--- src/rtl/eq_compare_pipe_pkg.sv ---
// eq_cmp_pkg: shared sizing helpers for the masked equality comparator.
// No ports; imported by the interface, the chunk reducer and the top.
package eq_cmp_pkg;

  localparam int PIPE_STAGES = 2;

  function automatic int n_chunk(int w, int s);
    return (w + s - 1) / s;
  endfunction

  function automatic int idx_w(int n);
    return (n > 1) ? $clog2(n) : 1;
  endfunction

endpackage

--- src/rtl/eq_compare_pipe_if.sv ---
// eq_compare_pipe_if: operand input and result output handshakes.
// master drives operands/out_ready; slave (the comparator) drives results.
interface eq_compare_pipe_if
  import eq_cmp_pkg::*;
#(
  parameter int WIDTH = 32,
  parameter int IDXW  = idx_w(WIDTH)
);

  logic             in_valid;
  logic             in_ready;
  logic [WIDTH-1:0] x;
  logic [WIDTH-1:0] y;
  logic [WIDTH-1:0] mask;
  logic             out_valid;
  logic             out_ready;
  logic             z;
  logic [IDXW-1:0]  first_diff;

  modport master (
    output in_valid, x, y, mask, out_ready,
    input  in_ready, out_valid, z, first_diff
  );

  modport slave (
    input  in_valid, x, y, mask, out_ready,
    output in_ready, out_valid, z, first_diff
  );

endinterface

--- src/rtl/eq_chunk_reduce.sv ---
// eq_chunk_reduce: AND-reduce one chunk of bit-equal flags and locate
// the lowest clear flag. Ports: e in, ceq out, cidx out (0 if none).
module eq_chunk_reduce
  import eq_cmp_pkg::*;
#(
  parameter int STAGE_BITS = 8,
  parameter int CIW        = idx_w(STAGE_BITS)
) (
  input  logic [STAGE_BITS-1:0] e,
  output logic                  ceq,
  output logic [CIW-1:0]        cidx
);

  assign ceq = &e;

  // Scan downward so the lowest clear bit is the last one written.
  always_comb begin
    cidx = '0;
    for (int i = STAGE_BITS - 1; i >= 0; i--) begin
      if (!e[i]) cidx = CIW'(i);
    end
  end

endmodule

--- src/rtl/eq_compare_pipe.sv ---
// eq_compare_pipe: two-stage masked equality compare with valid/ready.
// Ports: clk, rst (sync, active-high), bus (eq_compare_pipe_if.slave);
// with MATCH_COUNT_EN defined also cnt_clr in, match_cnt out.
module eq_compare_pipe
  import eq_cmp_pkg::*;
#(
  parameter int WIDTH      = 32,
  parameter int STAGE_BITS = 8,
  parameter int CNT_W      = 16
) (
  input  logic             clk,
  input  logic             rst,
  eq_compare_pipe_if.slave bus
`ifdef MATCH_COUNT_EN
  ,
  input  logic             cnt_clr,
  output logic [CNT_W-1:0] match_cnt
`endif
);

  localparam int NCHUNK = n_chunk(WIDTH, STAGE_BITS);
  localparam int IDXW   = idx_w(WIDTH);
  localparam int CIW    = idx_w(STAGE_BITS);
  localparam int PADW   = NCHUNK * STAGE_BITS;

  if (WIDTH < 2) begin : g_bad_width
    $error("WIDTH must be at least 2");
  end
  if (CNT_W < 1) begin : g_bad_cnt
    $error("CNT_W must be at least 1");
  end

  logic                       v1, v2;
  logic                       advance;
  logic [PADW-1:0]            e;
  logic [NCHUNK-1:0]          ceq_d, ceq_q;
  logic [NCHUNK-1:0][CIW-1:0] cidx_d, cidx_q;
  logic                       z_d, z_q;
  logic [IDXW-1:0]            fd_d, fd_q;

  // Pad bits above WIDTH count as equal so they never report.
  always_comb begin
    e = '1;
    e[WIDTH-1:0] = ~bus.mask | ~(bus.x ^ bus.y);
  end

  for (genvar c = 0; c < NCHUNK; c++) begin : g_chunk
    eq_chunk_reduce #(
      .STAGE_BITS(STAGE_BITS)
    ) u_red (
      .e    (e[c*STAGE_BITS +: STAGE_BITS]),
      .ceq  (ceq_d[c]),
      .cidx (cidx_d[c])
    );
  end

  always_comb begin
    z_d  = &ceq_q;
    fd_d = '0;
    for (int c = NCHUNK - 1; c >= 0; c--) begin
      if (!ceq_q[c])
        fd_d = IDXW'(c * STAGE_BITS + int'(cidx_q[c]));
    end
  end

  assign advance      = ~v2 | bus.out_ready;
  assign bus.in_ready = advance;

  always_ff @(posedge clk) begin
    if (rst) begin
      v1     <= 1'b0;
      v2     <= 1'b0;
      ceq_q  <= '0;
      cidx_q <= '0;
      z_q    <= 1'b0;
      fd_q   <= '0;
    end else if (advance) begin
      v1 <= bus.in_valid;
      v2 <= v1;
      if (bus.in_valid) begin
        ceq_q  <= ceq_d;
        cidx_q <= cidx_d;
      end
      if (v1) begin
        z_q  <= z_d;
        fd_q <= fd_d;
      end
    end
  end

  assign bus.out_valid  = v2;
  assign bus.z          = z_q;
  assign bus.first_diff = fd_q;

`ifdef MATCH_COUNT_EN
  always_ff @(posedge clk) begin
    if (rst)
      match_cnt <= '0;
    else if (cnt_clr)
      match_cnt <= '0;
    else if (v2 && bus.out_ready && z_q && !(&match_cnt))
      match_cnt <= match_cnt + 1'b1;
  end
`endif

endmodule

--- src/flat_wrapper.sv ---
// flat-port wrapper written by rule: the top's interface ports become plain ports
module eq_compare_pipe_flat import eq_cmp_pkg::*;
#(
  parameter int WIDTH      = 32,
  parameter int STAGE_BITS = 8,
  parameter int CNT_W      = 16
)
  (clk, rst, bus_in_valid, bus_x, bus_y, bus_mask, bus_out_ready, bus_in_ready, bus_out_valid, bus_z, bus_first_diff);
  eq_compare_pipe_if #(.WIDTH(WIDTH)) bus_i ();
  input  logic clk;
  input  logic rst;
  input wire logic [$bits(bus_i.in_valid)-1:0] bus_in_valid;
  input wire logic [$bits(bus_i.x)-1:0] bus_x;
  input wire logic [$bits(bus_i.y)-1:0] bus_y;
  input wire logic [$bits(bus_i.mask)-1:0] bus_mask;
  input wire logic [$bits(bus_i.out_ready)-1:0] bus_out_ready;
  output wire logic [$bits(bus_i.in_ready)-1:0] bus_in_ready;
  output wire logic [$bits(bus_i.out_valid)-1:0] bus_out_valid;
  output wire logic [$bits(bus_i.z)-1:0] bus_z;
  output wire logic [$bits(bus_i.first_diff)-1:0] bus_first_diff;
  assign bus_i.in_valid = bus_in_valid;
  assign bus_i.x = bus_x;
  assign bus_i.y = bus_y;
  assign bus_i.mask = bus_mask;
  assign bus_i.out_ready = bus_out_ready;
  assign bus_in_ready = bus_i.in_ready;
  assign bus_out_valid = bus_i.out_valid;
  assign bus_z = bus_i.z;
  assign bus_first_diff = bus_i.first_diff;
  eq_compare_pipe #(.WIDTH(WIDTH), .STAGE_BITS(STAGE_BITS), .CNT_W(CNT_W)) u_core (.clk(clk), .rst(rst), .bus(bus_i));
endmodule
--- config.mk ---
export PLATFORM = sky130hd
export DESIGN_NAME = eq_compare_pipe_flat
export DESIGN_NICKNAME = d
export VERILOG_FILES = /design/src/rtl/eq_compare_pipe_pkg.sv /design/src/rtl/eq_compare_pipe_if.sv /design/src/rtl/eq_chunk_reduce.sv /design/src/rtl/eq_compare_pipe.sv /design/src/flat_wrapper.sv
export SDC_FILE = /design/constraint.sdc
export NUM_CORES = 1
export LEC_CHECK = 0
export CELL_PAD_IN_SITES_DETAIL_PLACEMENT = 0
export CELL_PAD_IN_SITES_GLOBAL_PLACEMENT = 2
export CORE_ASPECT_RATIO = 1.25
export CORE_UTILIZATION = 19
export DETAILED_ROUTE_END_ITERATION = 16
export PLACE_DENSITY_LB_ADDON = 0.1
export SLEW_MARGIN = 20
export SYNTH_ARGS = -nofsm -noshare
export SYNTH_HDL_FRONTEND = slang
export SYNTH_SLANG_ARGS = --single-unit
--- constraint.sdc ---
create_clock -name clk -period 1.6 [get_ports clk]
set_input_delay 0.32 -clock clk [delete_from_list [all_inputs] [get_ports clk]]
set_output_delay 0.32 -clock clk [all_outputs]
set_load 0.02 [all_outputs]
== Yosys cells after proc, flatten, opt, wreduce, memory -nomap -nowiden ==
Cells that the tools add are included.
Storage, ports and cells
  bits in registers: 24
Cells by class
  $add $sub $neg: 3
  multiplexer cells: 36
  bitwise gates (word level): 6
  reductions and logical operators: 7
Operator list (number)
  $mux W3: 32
  $not A32 Y32: 2
  $or A32 B32 Y32: 1
  $reduce_and A8 Y1: 4
  $xor A32 B32 Y32: 1
  $mux W5: 4
  $add A5 B3 Y5 const A: 2
  $add A4 B3 Y5 const A: 1
  $reduce_and A2 Y1: 2
  $reduce_and A4 Y1: 1
  $not A1 Y1: 1
  $or A1 B1 Y1: 1

== Logic depth before layout (Yosys ltp) ==
Gate-level depths: netlist of the first run.
  depth after elaboration: 11
  gate-level depth with buffers: 7

== Cells and area by module ==
From an unflattened synthesis of the first run, not the netlist that was laid out.
Unflattened totals
  cell total of the unflattened synthesis: 242
  area total of the unflattened synthesis: 1722.9 µm²
Modules (own cells, without submodules)
  eq_compare_pipe: seq. area each 480.5 µm², cells an instance 190, area an instance 1422.6 µm², times used 1
  eq_chunk_reduce: seq. area each 0.0 µm², cells an instance 13, area an instance 75.1 µm², times used 4

== Worst setup path after synthesis of the first run ==
Ideal clock, no wire load.
  path type: reg-to-reg
  from: reg u_core.v2 (netlist: u_core.bus.out_valid)
  to: reg u_core.cidx_q[4] in the netlist's numbering
  setup slack: 127 ps
  buffers on the path: 2
  stages on the path, launching flop included: 8
  arrival time: 1393 ps
  path through: dfxtp_1 > nor2b_4 > inv_2 > and2_4 > buf_6 > buf_6 > o311a_1 > a211oi_2
Between the ends
  longest elaborated chain between the ends: 3
Ends and longest elaborated chain
  from (decl): line eq_compare_pipe.sv:33  | logic v1, v2;
  from (signal assigned): line eq_compare_pipe.sv:79  | v2 <= v1;
  $not A1 Y1: line eq_compare_pipe.sv:66  | assign advance = ~v2 | bus.out_ready;
  $or A1 B1 Y1: line eq_compare_pipe.sv:66
  named net bus_in_ready: line flat_wrapper.sv:17  | output wire logic [$bits(bus_i.in_ready)-1:0] bus_in_ready;
  $reduce_and A2 Y1 (no source line)
  to (signal assigned): line eq_compare_pipe.sv:82  | cidx_q <= cidx_d;
  to (decl): line eq_compare_pipe.sv:37  | logic [NCHUNK-1:0][CIW-1:0] cidx_d, cidx_q;
The timed path passes the listed nets, and every way through them passes these cells.
A chain may end at the register's enable or synchronous reset.

== Worst setup path in the final report of the first run ==
  from: in bus_out_ready
  to: out bus_in_ready
Between the ends
  longest elaborated chain between the ends: 1
Ends and longest elaborated chain
  from (decl): line flat_wrapper.sv:16  | input wire logic [$bits(bus_i.out_ready)-1:0] bus_out_ready;
  $or A1 B1 Y1: line eq_compare_pipe.sv:66
  to (decl): line flat_wrapper.sv:17
No other way between the ends.

==> impl_metrics.toml, run 1 <==
[synthesis]
synth.cells.most_frequent = "xor2_1 (31), nand2_1 (25), dfxtp_1 (24)"
syn_area_um2 = 1720
yosys_warnings = 0
synth_ff_type = "dfxtp_1"
async_flop_share = 0
synth-edff-count = 0
synth.distinct_cells = 41
synth-seq-cells = 24
synth_area_leaders = "dfxtp_1 (28%), xor2_1 (16%), a22oi_1 (5.7%)"
syn_area_per_cell_um2 = 8.38
synthCells = 205
yosysTopAreaCell = "dfxtp_1"
yosysMostFrequentCell = "xor2_1"
seq_area_frac_synth = 0.280
synth.net_count = 305
synth_top_area_share = 0.280

[layout]
fin_nets = 439
fin_util = 0.365
areaGrowthSynthToFinish_pct = 85.7
diodes = 0
drive_gt1_frac = 0.112

[floorplanning]
die_x_um = 87.1
rows = 38
initial_core_util = 0.196
io_pins = 108
die_y_um = 108
design.die.area_um2 = 9430
coreArea_um2 = 8750

[job]
maxCapViolCount = 0

[drt]
wirelength_mm = 5.41
vias_per_cell = 4.30
drt-initial-drc-count = 32
remaining_drc_errors = 0
wl_per_cell_um = 11.8
vias = 1968
drt_pass1_iterations = 4
ant_nets = 0

[cts]
clkSinkCount = 24
clock-root-buffer = "clkbuf_8"
cts_tree = "done"
hold_buffers = 0
clk_pin_slew_ns = 0.09
cts_setup_buffers = 0
cts_made_buffers = 3
clockBufferDepth = 2
clock_latency_ns = 0.27
h-tree-depth = 1

[power]
power.leakage_uw = 0.00120
total_power_uw = 1800
irDropWorstVdd_mv = 0.225
powerDensity_nw_per_um2 = 566

[setup_path]
critPathLaunch = "bus_out_ready"
reg2reg_from = "u_core.bus.out_valid"
reg2reg_slack_ns = 0.24
rr_worst_depth = 6
end_kind = "output pin"
cp_max_fo = 2
startpoint_type = "input port"
reg2reg_to = "u_core.cidx_q[7]"
arrival_ns = 1.21
critPathCapture = "bus_in_ready"
cp.required_ns = 1.28
critical_path_class = "in -> out"

[sta]
skew_ns = 0.00198
slew_headroom = 0.781
min_period_over_period = 0.959
rsz0062_at_grt = "false"
timing.final.crit_period_ns = 1.53
fmax_mhz = 652
setup_viol = 0
tightest_slew_ns = 0.328
hold_viol = 0
slew_viol_final = 0

[grt]
grt_overflow = 0
grt_pass1_wl_mm = 9.00
grt_pass1_vias = 2027
grt_max_degree = 14
grt_usage = 0.120
antenna_found_initial = 0

[placed_design]
port_buffers = 107
gp_congestion = 0.682
hpwl_mm = 4.70

[status]
status = "finished clean"

[min_path]
min_from = "u_core.bus.first_diff[3]"
hold_depth = 2
hp-class = "reg -> reg"
-- where the power goes --
| group | leakage [µW] | switching [µW] | internal, µW |
|---|---|---|---|
| logic | 0.000975 | 268 | 446 |
| clock network | 0.0000288 | 207 | 220 |
| registers | 0.000196 | 27.4 | 636 |
-- through the flow --
| step | std cells | setup WS, ns | TNS, ns | cell area [µm²] | hold slack, ns |
|---|---|---|---|---|---|
| after floorplan | 205 | 0.127 | 0 | 1720 | 0.442 |
| after global placement | 454 | -0.231 | -2.72 | 3140 | 0.442 |
| after detailed placement | 454 | -0.238 | -2.97 | 3140 | 0.447 |
| after CTS | 458 | 0.0230 | 0 | 3190 | 0.460 |
| after global routing | 458 | 0.00722 | 0 | 3190 | 0.495 |
| final | 458 | 0.0654 | 0 | 3190 | 0.457 |
-- cells by family after synthesis --
kind of cell,Yosys count,synth area share
muxes,2,0.0117
and+or+nand+nor,80,0.251
xor gates and xnor gates,33,0.168
AOI/OAI and AO/OA,55,0.256
DFF,24,0.280
buffers and inverters,11,0.0335
-- sequential cells by signal, summed over array words and instances (netlist names) --
register / count
u_core.bus.first_diff: 5
u_core.bus.out_valid: 1
u_core.bus.z: 1
u_core.ceq_q: 4
u_core.cidx_q: 12
u_core.v1: 1
-- area by class of cell --
| cell class | instances | area (µm²) |
|---|---|---|
| fill | 926 | 5560 |
| timing repair buffer | 135 | 1310 |
| multi-input combinational | 170 | 1180 |
| sequential | 24 | 480 |
| tap | 120 | 150 |
| clock buffer | 4 | 55.1 |
| inverter | 5 | 18.8 |
-- layer usage --
layer  global-route usage  wire, µm  up-vias
li1                     -         -     1032
met1                0.135      2220      878
met2                0.233      2930       54
met3               0.0153       213        4
met4               0.0321        52        0
met5                    0         0        -
-- worst min path at each step --
stage	endpoint	slack, ns
3_5_place_dp	u_core.bus.first_diff[3]	0.45
6_report	u_core.bus.first_diff[3]	0.46
5_1_grt	u_core.bus.first_diff[3]	0.50
2_1_floorplan	u_core.cidx_q[11]	0.44
3_3_place_gp	u_core.bus.z	0.44
4_1_cts	u_core.bus.first_diff[3]	0.46
-- worst max-delay path: stages --
cell and delay [ns]:
clkdlybuf4s50_1 0.51, nor2b_4 0.05, inv_2 0.05, clkdlybuf4s15_1 0.29
-- what timing repair did --
item | CTS | global route
gates resized for setup | 1 | 1
setup endpoints to repair | 1 | 1
pin swaps | 0 | 0
-- layout by cell type, fill, tap and decap left out, drive strengths merged, types with 4 or more instances in the layout --
cell type,synthesis,layout
clkdlybuf4s50,0,106
xor2,31,31
buf,3,28
nand2,25,25
dfxtp,24,24
a22oi,13,13
nor2,13,13
and2,12,12
nand3,7,7
nand3b,6,6
a311oi,6,6
a211oi,6,6
inv,5,5
nand2b,4,4
a221oi,4,4
and3,4,4
a21oi,4,4
clkbuf,3,4
No activity file was read; power rests on OpenSTA's default activity.
==> inputs of run 2 (changes only) <==
Settings changed: SLEW_MARGIN 20 to 40.
==> results of run 2 <==
The final DEF is identical to that of run 1; final timing and power are the same.
